$ cat src/rtl/lms_adapt_ctrl.sv
// LMS adaptation controller: mu gear-shift, decimated update enable, lock monitor, debug-load arbitration.
// All outputs registered: a decision taken in cycle n is visible in cycle n+1; debug loads are held off by ack, no backpressure otherwise.
module lms_adapt_ctrl #(
  parameter int              NBe      = 9,
  parameter int              NBmu     = 8,
  parameter logic [NBmu-1:0] MU_ACQ   = 8'h10,
  parameter logic [NBmu-1:0] MU_TRK   = 8'h04,
  parameter int              ACQ_LEN  = 600,
  parameter int              DECIM    = 2,
  parameter int              WIN_LOG2 = 6,
  parameter int              TH_LOCK  = 512,
  parameter int              TH_LOSS  = 2048,
  parameter int              LOSS_CNT = 3
) (
  input  logic                      clkA,
  input  logic                      reset,
  input  logic                      i_start,
  input  logic                      i_freeze,
  input  logic [NBe-1:0]            i_e,
  input  logic                      i_load_req,
  output logic                      o_load_ack,
  output logic                      o_coeff_load,
  output logic [NBmu-1:0]           o_mu,
  output logic                      o_adapt_en,
  output logic [2:0]                o_state,
  output logic                      o_locked,
  output logic [NBe-2+WIN_LOG2:0]   o_err_mag
);

  localparam int MW = NBe - 1 + WIN_LOG2;
  localparam int AW = $clog2(ACQ_LEN + 1);
  localparam int DW = (DECIM > 1) ? $clog2(DECIM) : 1;
  localparam int LW = $clog2(LOSS_CNT + 1);

  localparam logic [MW-1:0] TH_LOCK_V = MW'(TH_LOCK);
  localparam logic [MW-1:0] TH_LOSS_V = MW'(TH_LOSS);
  localparam logic [AW-1:0] ACQ_LAST  = AW'(ACQ_LEN - 1);
  localparam logic [AW-1:0] ACQ_MAX   = AW'(ACQ_LEN);
  localparam logic [DW-1:0] DEC_LAST  = DW'(DECIM - 1);
  localparam logic [LW-1:0] LOSS_MAX  = LW'(LOSS_CNT);

  typedef enum logic [2:0] {
    S_IDLE  = 3'd0,
    S_ACQ   = 3'd1,
    S_TRACK = 3'd2,
    S_HOLD  = 3'd3,
    S_LOAD  = 3'd4
  } state_t;

  state_t                state_q, state_d, saved_q, saved_d;
  logic [AW-1:0]         acq_cnt_q, acq_cnt_d;
  logic [DW-1:0]         dec_cnt_q, dec_cnt_d;
  logic [LW-1:0]         loss_q, loss_d;
  logic [WIN_LOG2-1:0]   win_cnt_q, win_cnt_d;
  logic [MW-1:0]         acc_q, acc_d, mag_q, mag_d;
  logic                  locked_q, locked_d;
  logic                  ack_q, ack_d, cload_q, cload_d, aen_q, aen_d;
  logic [NBmu-1:0]       mu_q, mu_d;

  logic [NBe-1:0]        neg_e;
  logic [NBe-2:0]        abs_e;
  logic [MW-1:0]         win_sum;
  logic                  running, mon_active, win_end, bad_win, loss_trip, fresh_acq;

  // The most negative sample has no positive twin and saturates to all-ones.
  assign neg_e = ~i_e + NBe'(1);
  always_comb begin
    if (!i_e[NBe-1])              abs_e = i_e[NBe-2:0];
    else if (i_e[NBe-2:0] == '0)  abs_e = '1;
    else                          abs_e = neg_e[NBe-2:0];
  end

  assign running    = (state_q == S_ACQ) || (state_q == S_TRACK);
  assign mon_active = running || (state_q == S_HOLD);
  assign win_sum    = acc_q + MW'(abs_e);
  assign win_end    = mon_active && (win_cnt_q == '1);
  assign bad_win    = win_end && (win_sum > TH_LOSS_V);
  assign loss_trip  = (state_q == S_TRACK) && bad_win && (loss_q >= LOSS_MAX - LW'(1));

  always_comb begin
    state_d   = state_q;
    saved_d   = saved_q;
    acq_cnt_d = acq_cnt_q;
    dec_cnt_d = dec_cnt_q;
    loss_d    = loss_q;
    win_cnt_d = win_cnt_q;
    acc_d     = acc_q;
    mag_d     = mag_q;
    locked_d  = locked_q;
    fresh_acq = 1'b0;

    if (mon_active) begin
      win_cnt_d = win_cnt_q + WIN_LOG2'(1);
      if (win_end) begin
        acc_d = '0;
        mag_d = win_sum;
        if (win_sum < TH_LOCK_V)      locked_d = 1'b1;
        else if (win_sum > TH_LOSS_V) locked_d = 1'b0;
      end else begin
        acc_d = win_sum;
      end
    end else begin
      win_cnt_d = '0;
      acc_d     = '0;
    end

    if (state_q != S_TRACK) loss_d = '0;
    else if (win_end)       loss_d = bad_win ? ((loss_q == LOSS_MAX) ? loss_q : loss_q + LW'(1)) : '0;

    // A load in progress only ends when the request drops; stop/freeze are applied at exit.
    if (state_q == S_LOAD) begin
      if (!i_load_req) begin
        if (!i_start)      state_d = S_IDLE;
        else if (i_freeze) begin
          state_d = S_HOLD;
          saved_d = S_TRACK;
        end else           state_d = S_TRACK;
      end
    end else if (i_load_req && !ack_q) begin
      state_d = S_LOAD;
    end else if (!i_start) begin
      state_d = S_IDLE;
    end else if (i_freeze && running) begin
      state_d = S_HOLD;
      saved_d = state_q;
    end else begin
      case (state_q)
        S_IDLE:  begin
          state_d   = S_ACQ;
          fresh_acq = 1'b1;
        end
        S_ACQ:   if (acq_cnt_q >= ACQ_LAST) state_d = S_TRACK;
        S_TRACK: if (loss_trip) begin
          state_d   = S_ACQ;
          fresh_acq = 1'b1;
        end
        S_HOLD:  if (!i_freeze) state_d = saved_q;
        default: state_d = state_q;
      endcase
    end

    if ((state_q == S_ACQ) && (acq_cnt_q < ACQ_MAX)) acq_cnt_d = acq_cnt_q + AW'(1);
    if (running) dec_cnt_d = (dec_cnt_q == DEC_LAST) ? '0 : dec_cnt_q + DW'(1);
    if (fresh_acq || (state_d == S_LOAD)) dec_cnt_d = '0;
    if (fresh_acq) begin
      acq_cnt_d = '0;
      loss_d    = '0;
    end
    if (state_d == S_IDLE) begin
      locked_d = 1'b0;
      mag_d    = '0;
    end
  end

  always_comb begin
    ack_d   = (state_d == S_LOAD);
    cload_d = (state_d == S_LOAD) && (state_q != S_LOAD);
    aen_d   = ((state_d == S_ACQ) || (state_d == S_TRACK)) && (dec_cnt_d == DEC_LAST);
    case (state_d)
      S_ACQ:   mu_d = MU_ACQ;
      S_TRACK: mu_d = MU_TRK;
      default: mu_d = '0;
    endcase
  end

  always_ff @(posedge clkA or negedge reset) begin
    if (!reset) begin
      state_q   <= S_IDLE;
      saved_q   <= S_ACQ;
      acq_cnt_q <= '0;
      dec_cnt_q <= '0;
      loss_q    <= '0;
      win_cnt_q <= '0;
      acc_q     <= '0;
      mag_q     <= '0;
      locked_q  <= 1'b0;
      ack_q     <= 1'b0;
      cload_q   <= 1'b0;
      aen_q     <= 1'b0;
      mu_q      <= '0;
    end else begin
      state_q   <= state_d;
      saved_q   <= saved_d;
      acq_cnt_q <= acq_cnt_d;
      dec_cnt_q <= dec_cnt_d;
      loss_q    <= loss_d;
      win_cnt_q <= win_cnt_d;
      acc_q     <= acc_d;
      mag_q     <= mag_d;
      locked_q  <= locked_d;
      ack_q     <= ack_d;
      cload_q   <= cload_d;
      aen_q     <= aen_d;
      mu_q      <= mu_d;
    end
  end

  assign o_state      = state_q;
  assign o_mu         = mu_q;
  assign o_adapt_en   = aen_q;
  assign o_load_ack   = ack_q;
  assign o_coeff_load = cload_q;
  assign o_locked     = locked_q;
  assign o_err_mag    = mag_q;

endmodule

$ cat config.mk
export PLATFORM = sky130hd
export DESIGN_NAME = lms_adapt_ctrl
export DESIGN_NICKNAME = d
export VERILOG_FILES = /design/src/rtl/lms_adapt_ctrl.sv
export SDC_FILE = /design/constraint.sdc
export NUM_CORES = 1
export LEC_CHECK = 0
export ABC_AREA = 0
export BUFFER_PORTS_ARGS = -buffer_cell sky130_fd_sc_hd__buf_4
export CORE_MARGIN = 2
export CORE_UTILIZATION = 58
export DETAILED_ROUTE_END_ITERATION = 10
export PLACE_DENSITY = 0.92
export SYNTH_ARGS = -nofsm -noshare
export SYNTH_HDL_FRONTEND = slang
export SYNTH_SLANG_ARGS = --single-unit
$ cat constraint.sdc
create_clock -name clkA -period 3.1 [get_ports clkA]
set_clock_uncertainty 0.1 [all_clocks]
set_input_delay 0.31 -clock clkA [delete_from_list [all_inputs] [get_ports clkA]]
set_output_delay 0.31 -clock clkA [all_outputs]
set_load 0.02 [all_outputs]
==> results of run 1 <==
cells in the mapped netlist, types with 9 or more instances:
| cell | number |
|---|---|
| nor2_1 | 49 |
| xnor2_1 | 11 |
| inv_1 | 10 |
| a211oi_1 | 9 |
| xor2_1 | 17 |
| ha_1 | 14 |
| nand2_1 | 33 |
| a21oi_1 | 17 |
| nor3_1 | 10 |
| nand3_1 | 10 |
| dfrtp_1 | 58 |
cell type report:
| cell class | count | area, sq um | area share [%] |
|---|---|---|---|
| Multi-Input combinational cell | 281 | 2180 | 45.6 |
| Sequential cell | 59 | 1480 | 30.9 |
| Timing Repair Buffer | 100 | 797 | 16.7 |
| Clock buffer | 13 | 169 | 3.53 |
| Tap cell | 75 | 93.8 | 1.96 |
| Inverter | 10 | 55.1 | 1.15 |
| Clock inverter | 2 | 10.0 | 0.209 |
state kept, by name (all words and copies together), names as in the netlist:
signal and flops:
win_cnt_q 6, dec_cnt_q 1, o_state 3, o_load_ack 1, acq_cnt_q 10, o_err_mag 14
o_coeff_load 1, loss_q 2, o_adapt_en 1, acc_q 14, o_locked 1, o_mu 2
saved_q 3
critical path, delay by kind of cell:
family / cells / cell delay, ps
buf+inv: 4 / 560
fa+ha+maj: 1 / 300
compound gates: 8 / 1370
simple gates: 5 / 1170
metal layers:
layer | wire, microns | part of all wire (%) | vias to the layer above | global-route usage, %
li1 | - | - | 1468 | -
met1 | 4300 | 35 | 1680 | 41.7
met2 | 5840 | 48 | 279 | 54.1
met3 | 1120 | 9.3 | 101 | 6.48
met4 | 855 | 7.1 | 0 | 20.5
met5 | 0 | 0 | - | 0
stage by stage:
step	worst slack [ps]	std cells	power, uW	instance area [sq um]
finish	-473	540	3340	4780
detailed placement	-528	504	2280	4220
global route	-535	540	3460	4780
CTS	-117	531	3040	4600
global placement	-411	504	2230	4220
floorplan	-38.8	365	1810	3610
timing repair:
item,CTS,global route
pin swaps,17,18
endpoints found under the setup margin,19,20
buffers inserted,11,9
hold endpoints to repair,58,0
hold buffers,1,0
resized for setup,26,25
cell families after synthesis:
group / after synthesis / synth area share [%]
and+or+nand+nor: 149 / 21.6
AOI/OAI and AO/OA: 80 / 18.4
DFF: 59 / 42.5
xor gates and xnor gates: 28 / 7.05
buffers and inverters: 25 / 3.78
adders and majority gates: 15 / 5.61
muxes: 3 / 0.899
other: 1 / 0.108
power breakdown:
group / internal [uW] / switching (uW)
Clock: 349 / 318
Combinational: 716 / 950
Sequential: 889 / 120
worst min-delay path by stage:
| stage | from | to | slack, ps | cells past startpoint |
|---|---|---|---|---|
| after CTS | i_start | saved_q[1] | 290 | 3 |
| final | i_start | saved_q[1] | 310 | 3 |
| after floorplan | reset | acc_q[0] | -90 | 0 |
| after global routing | i_start | saved_q[1] | 320 | 3 |
| after detailed placement | reset | win_cnt_q[3] | 320 | 1 |
| after global placement | reset | win_cnt_q[3] | 300 | 1 |
==> flow_summary.json, run 1 <==
{
  "grt_pass1_wl_microns": 16500,
  "slew_violations": 0,
  "core_sq_um": 5850,
  "ys_top_cells_by_area": "dfrtp_1, nor2_1, ha_1, xor2_1, nand2_1",
  "hold_class": "in -> reg",
  "timing.final.ws_setup_ps": -473,
  "dr.pass1.iters": 6,
  "cts_buffers": 9,
  "grtUsageTotal_pct": 33.5,
  "fin_hold_ws_ps": 307,
  "final_common_cell": "buf_4",
  "powerDensity_nw_per_um2": 699,
  "r2r_end": "acq_cnt_q[7]",
  "netlist_area_sq_um": 3480,
  "clockRootBuffer": "clkbuf_8",
  "setup_viol": 20,
  "clock_latency_ps": 360,
  "die_h_microns": 81.5,
  "drcViolationCount": 0,
  "h-tree-depth": 3,
  "area_growth_pct": 37.5,
  "clock_sinks": 59,
  "arrival_ps": 3720,
  "post-dp-hpwl_microns": 5990,
  "final_nets": 490,
  "seq_area_frac_synth_pct": 42.5,
  "synth_edf_count": 0,
  "fin_crit_ps": 3570,
  "grt_max_degree": 60,
  "p_leak_uw": 0.00219,
  "port_buffers": 36,
  "grt_setup_unrepaired": "true",
  "ys_warn_count": 0,
  "first_global_vias": 3283,
  "rrSetupSlack_ps": -340,
  "drt_iter0_markers": 510,
  "vias": 3528,
  "avgSynthCellArea_sq_um": 9.67,
  "violations": "negative setup slack",
  "ant_nets": 0,
  "async_flop_share_pct": 100,
  "reg2reg_depth": 11,
  "dieArea_sq_um": 6630,
  "status": "finished with violations",
  "setup_tns_ps": -6610,
  "max_freq_mhz": 280,
  "dominantRegCellSynth": "dfrtp_1",
  "endpoint": "acq_cnt_q[7]",
  "wl_per_cell_microns": 22.4,
  "max_stage_delay_ps": 360,
  "critical-path-slowest-cell": "nor4_2",
  "drive_gt1_share_pct": 41.9,
  "antenna_found_initial": 0,
  "wl_microns": 12100,
  "cp-startpoint": "i_e[4]",
  "crit_chain": "buf_4 -> nor3_2 -> nand2_1 -> or3_1 -> o21ai_1 -> o21ai_1 -> ha_1 -> buf_4 -> buf_4 -> a211oi_2 -> o211a_1 -> a221oi_2 -> nor4_2 -> a41oi_2 -> o21ai_2 -> o31ai_4 -> buf_12 -> nor2_1",
  "vdd_ir_drop_max_v": 0.000580,
  "io_pins": 43,
  "layout_common_cells": "buf_4, dfrtp_1, nor2_1",
  "antenna_cells": 0,
  "critPathMaxFanout": 12,
  "synth_seq_cells": 59,
  "gp_congestion": 0.867,
  "clk_pin_slew_worst_paths_ps": 70,
  "fin_util_pct": 81.8,
  "synth_cell_type_count": 66,
  "cap_violations": 0,
  "slew_headroom_pct": 50.3,
  "cts_tree": "yes",
  "crit_path_end_kind": "flip-flop",
  "synth_top_area_share_pct": 41.7,
  "worst_pin_slew_ps": 746,
  "clk_path_buf_depth": 2,
  "cpMostUsedCell": "buf_4",
  "num_rows": 28,
  "synth_largest_area_cell": "dfrtp_1",
  "fillerInstances": 292,
  "period_share_pct": 115,
  "timing.rr.start": "acc_q[0]",
  "report.final.hold_viol_count": 0,
  "crit_type": "in -> reg",
  "synth_cells": 360,
  "overflow": 0,
  "vias_per_cell": 6.53,
  "start_kind": "input port",
  "start_util_pct": 59.5,
  "worst_ep_required_time_ps": 3240,
  "fp.dieW_microns": 81.5
}
No activity file was read; power rests on OpenSTA's default activity.
==> inputs of run 2 (changes only) <==
==> constraint.sdc (replaced) <==
create_clock -name clkA -period 3.1 [get_ports clkA]
set_clock_uncertainty 0.1 [all_clocks]
set_input_delay 0.155 -clock clkA [delete_from_list [all_inputs] [get_ports clkA]]
set_output_delay 0.155 -clock clkA [all_outputs]
set_load 0.02 [all_outputs]
==> run 2 against run 1 <==
The flow now finishes without violations. First-iteration DRC count is 60% lower. Cell count is 3.5% lower. Clock power is 20% higher. Power is 4.9% lower. Worst hold slack worse by 190 ps. Routed wire length is 24% lower. Sequential share of layout area is 2.0 points higher. Critical path depth stayed put. Utilization is 5.0 points lower. Flip-flop and latch count stayed put. Critical endpoint is now dec_cnt_q.
==> flow_summary.json, run 2 (synthesis gave the netlist of run 1 again) <==
{
  "h-tree-depth": 3,
  "critPathMaxFanout": 11,
  "core_sq_um": 5850,
  "area_growth_pct": 29.1,
  "combinationalPowerShare_pct": 43.7,
  "fin_crit_ps": 3100,
  "clock_sinks": 59,
  "hold_class": "in -> reg",
  "max_freq_mhz": 323,
  "start_kind": "input port",
  "max_stage_delay_ps": 330,
  "clk_path_buf_depth": 2,
  "cts_buffers": 9,
  "drcViolationCount": 0,
  "first_global_vias": 2905,
  "vdd_ir_drop_max_v": 0.000539,
  "arrival_ps": 3200,
  "totalPowerFinal_uw": 3180,
  "worst_pin_slew_ps": 716,
  "drt_iter0_markers": 206,
  "slew_violations": 0,
  "p_leak_uw": 0.00206,
  "powerDensity_nw_per_um2": 708,
  "vias": 3151,
  "grt_pass1_wl_microns": 13400,
  "gp_congestion": 0.938,
  "swShare_pct": 38.8,
  "crit_type": "in -> reg",
  "final_common_cell": "buf_4",
  "crit_chain": "buf_6 -> inv_4 -> ha_4 -> nand2_4 -> nor3_4 -> buf_4 -> inv_1 -> a31oi_1 -> ha_1 -> a211oi_1 -> o22ai_2 -> o2111ai_1 -> xor2_1 -> a31oi_2 -> o21ai_2 -> o31ai_4 -> buf_6 -> nor3_2",
  "wl_microns": 9210,
  "ant_nets": 0,
  "clockRootBuffer": "clkbuf_8",
  "port_buffers": 36,
  "dr.pass1.iters": 5,
  "cap_violations": 0,
  "num_rows": 28,
  "post-dp-hpwl_microns": 5920,
  "final_nets": 470,
  "antenna_cells": 0,
  "period_share_pct": 99.9,
  "cts_tree": "yes",
  "grtUsageTotal_pct": 26.7,
  "critical-path-slowest-cell": "ha_1",
  "drive_gt1_share_pct": 35.2,
  "clk_pin_slew_worst_paths_ps": 70,
  "report.final.hold_viol_count": 0,
  "wl_per_cell_microns": 17.7,
  "dieArea_sq_um": 6630,
  "setup_tns_ps": 0,
  "vias_per_cell": 6.05,
  "slew_headroom_pct": 52.3,
  "cpMostUsedCell": "buf_6",
  "status": "complete, no violations",
  "overflow": 0,
  "fp.dieW_microns": 81.5,
  "antenna_found_initial": 0,
  "fin_util_pct": 76.8,
  "p_clk_share_pct": 25.1,
  "worst_ep_required_time_ps": 3210,
  "clock_latency_ps": 350,
  "setup_viol": 0,
  "p_sw_uw": 1230,
  "grt_max_degree": 60,
  "p_seq_share_pct": 31.2,
  "p_int_uw": 1950,
  "crit_path_end_kind": "flip-flop",
  "layout_common_cells": "buf_4, dfrtp_1, nor2_1",
  "start_util_pct": 59.5,
  "io_pins": 43,
  "grt_setup_unrepaired": "true",
  "die_h_microns": 81.5
}
[run 2: per-layer routing]
metal  track usage, %  up-vias  wire length (microns)
met5                0        -                      0
met4             11.7        0                    204
met3             4.62       27                    556
met2             44.5      154                   4690
met1             34.3     1540                   3750
li1                 -     1430                      -
[run 2: final cells by class]
class	count	area (sq um)
Multi-Input combinational cell	281	2030
Clock inverter	7	101
Timing Repair Buffer	80	622
Clock buffer	9	124
Fill cell	351	1360
Tap cell	75	93.8
Inverter	10	42.5
Sequential cell	59	1480
[run 2: power by group through the flow]
stage,sequential [uW],clock (uW),combinational (uW)
floorplan,1010,0,779
finish,991,799,1390
global placement,990,0,1190
CTS,982,795,1250
global route,1000,826,1490
detailed placement,993,0,1230
[run 2: repair_timing]
action,CTS,global route
resized for setup,2,36
pin swaps,4,18
endpoints found under the hold margin,58,0
hold buffers,1,0
buffers inserted,0,7
endpoints found under the setup margin,12,19
[run 2: critical path: cells and delay by family]
family / cells / cell delay [ps]
xor+xnor: 1 / 130
buf+inv: 5 / 540
fa+ha+maj: 2 / 470
simple gates: 3 / 260
compound gates: 7 / 1640
[run 2: final timing paths]
kind                              startpoint            to  slack, ps  cells past startpoint
worst min-delay path                i_freeze     loss_q[0]        120                      3
worst max-delay path                  i_e[1]     dec_cnt_q          3                     18
worst min register to register  win_cnt_q[0]  win_cnt_q[0]        390                      1
worst max register to register      acc_q[0]       o_mu[2]         80                     11
max in group asynchronous              reset  win_cnt_q[3]       2120                      2
min in group asynchronous              reset    saved_q[2]        310                      2
[run 2: through the flow]
step	area, sq um	hold slack, ps	setup slack (ps)	std cells
finish	4490	116	3.40	521
CTS	4310	117	6.13	514
global route	4490	139	-171	521
detailed placement	4060	157	-394	497
floorplan	3520	-241	8.49	365
global placement	4060	148	-258	497
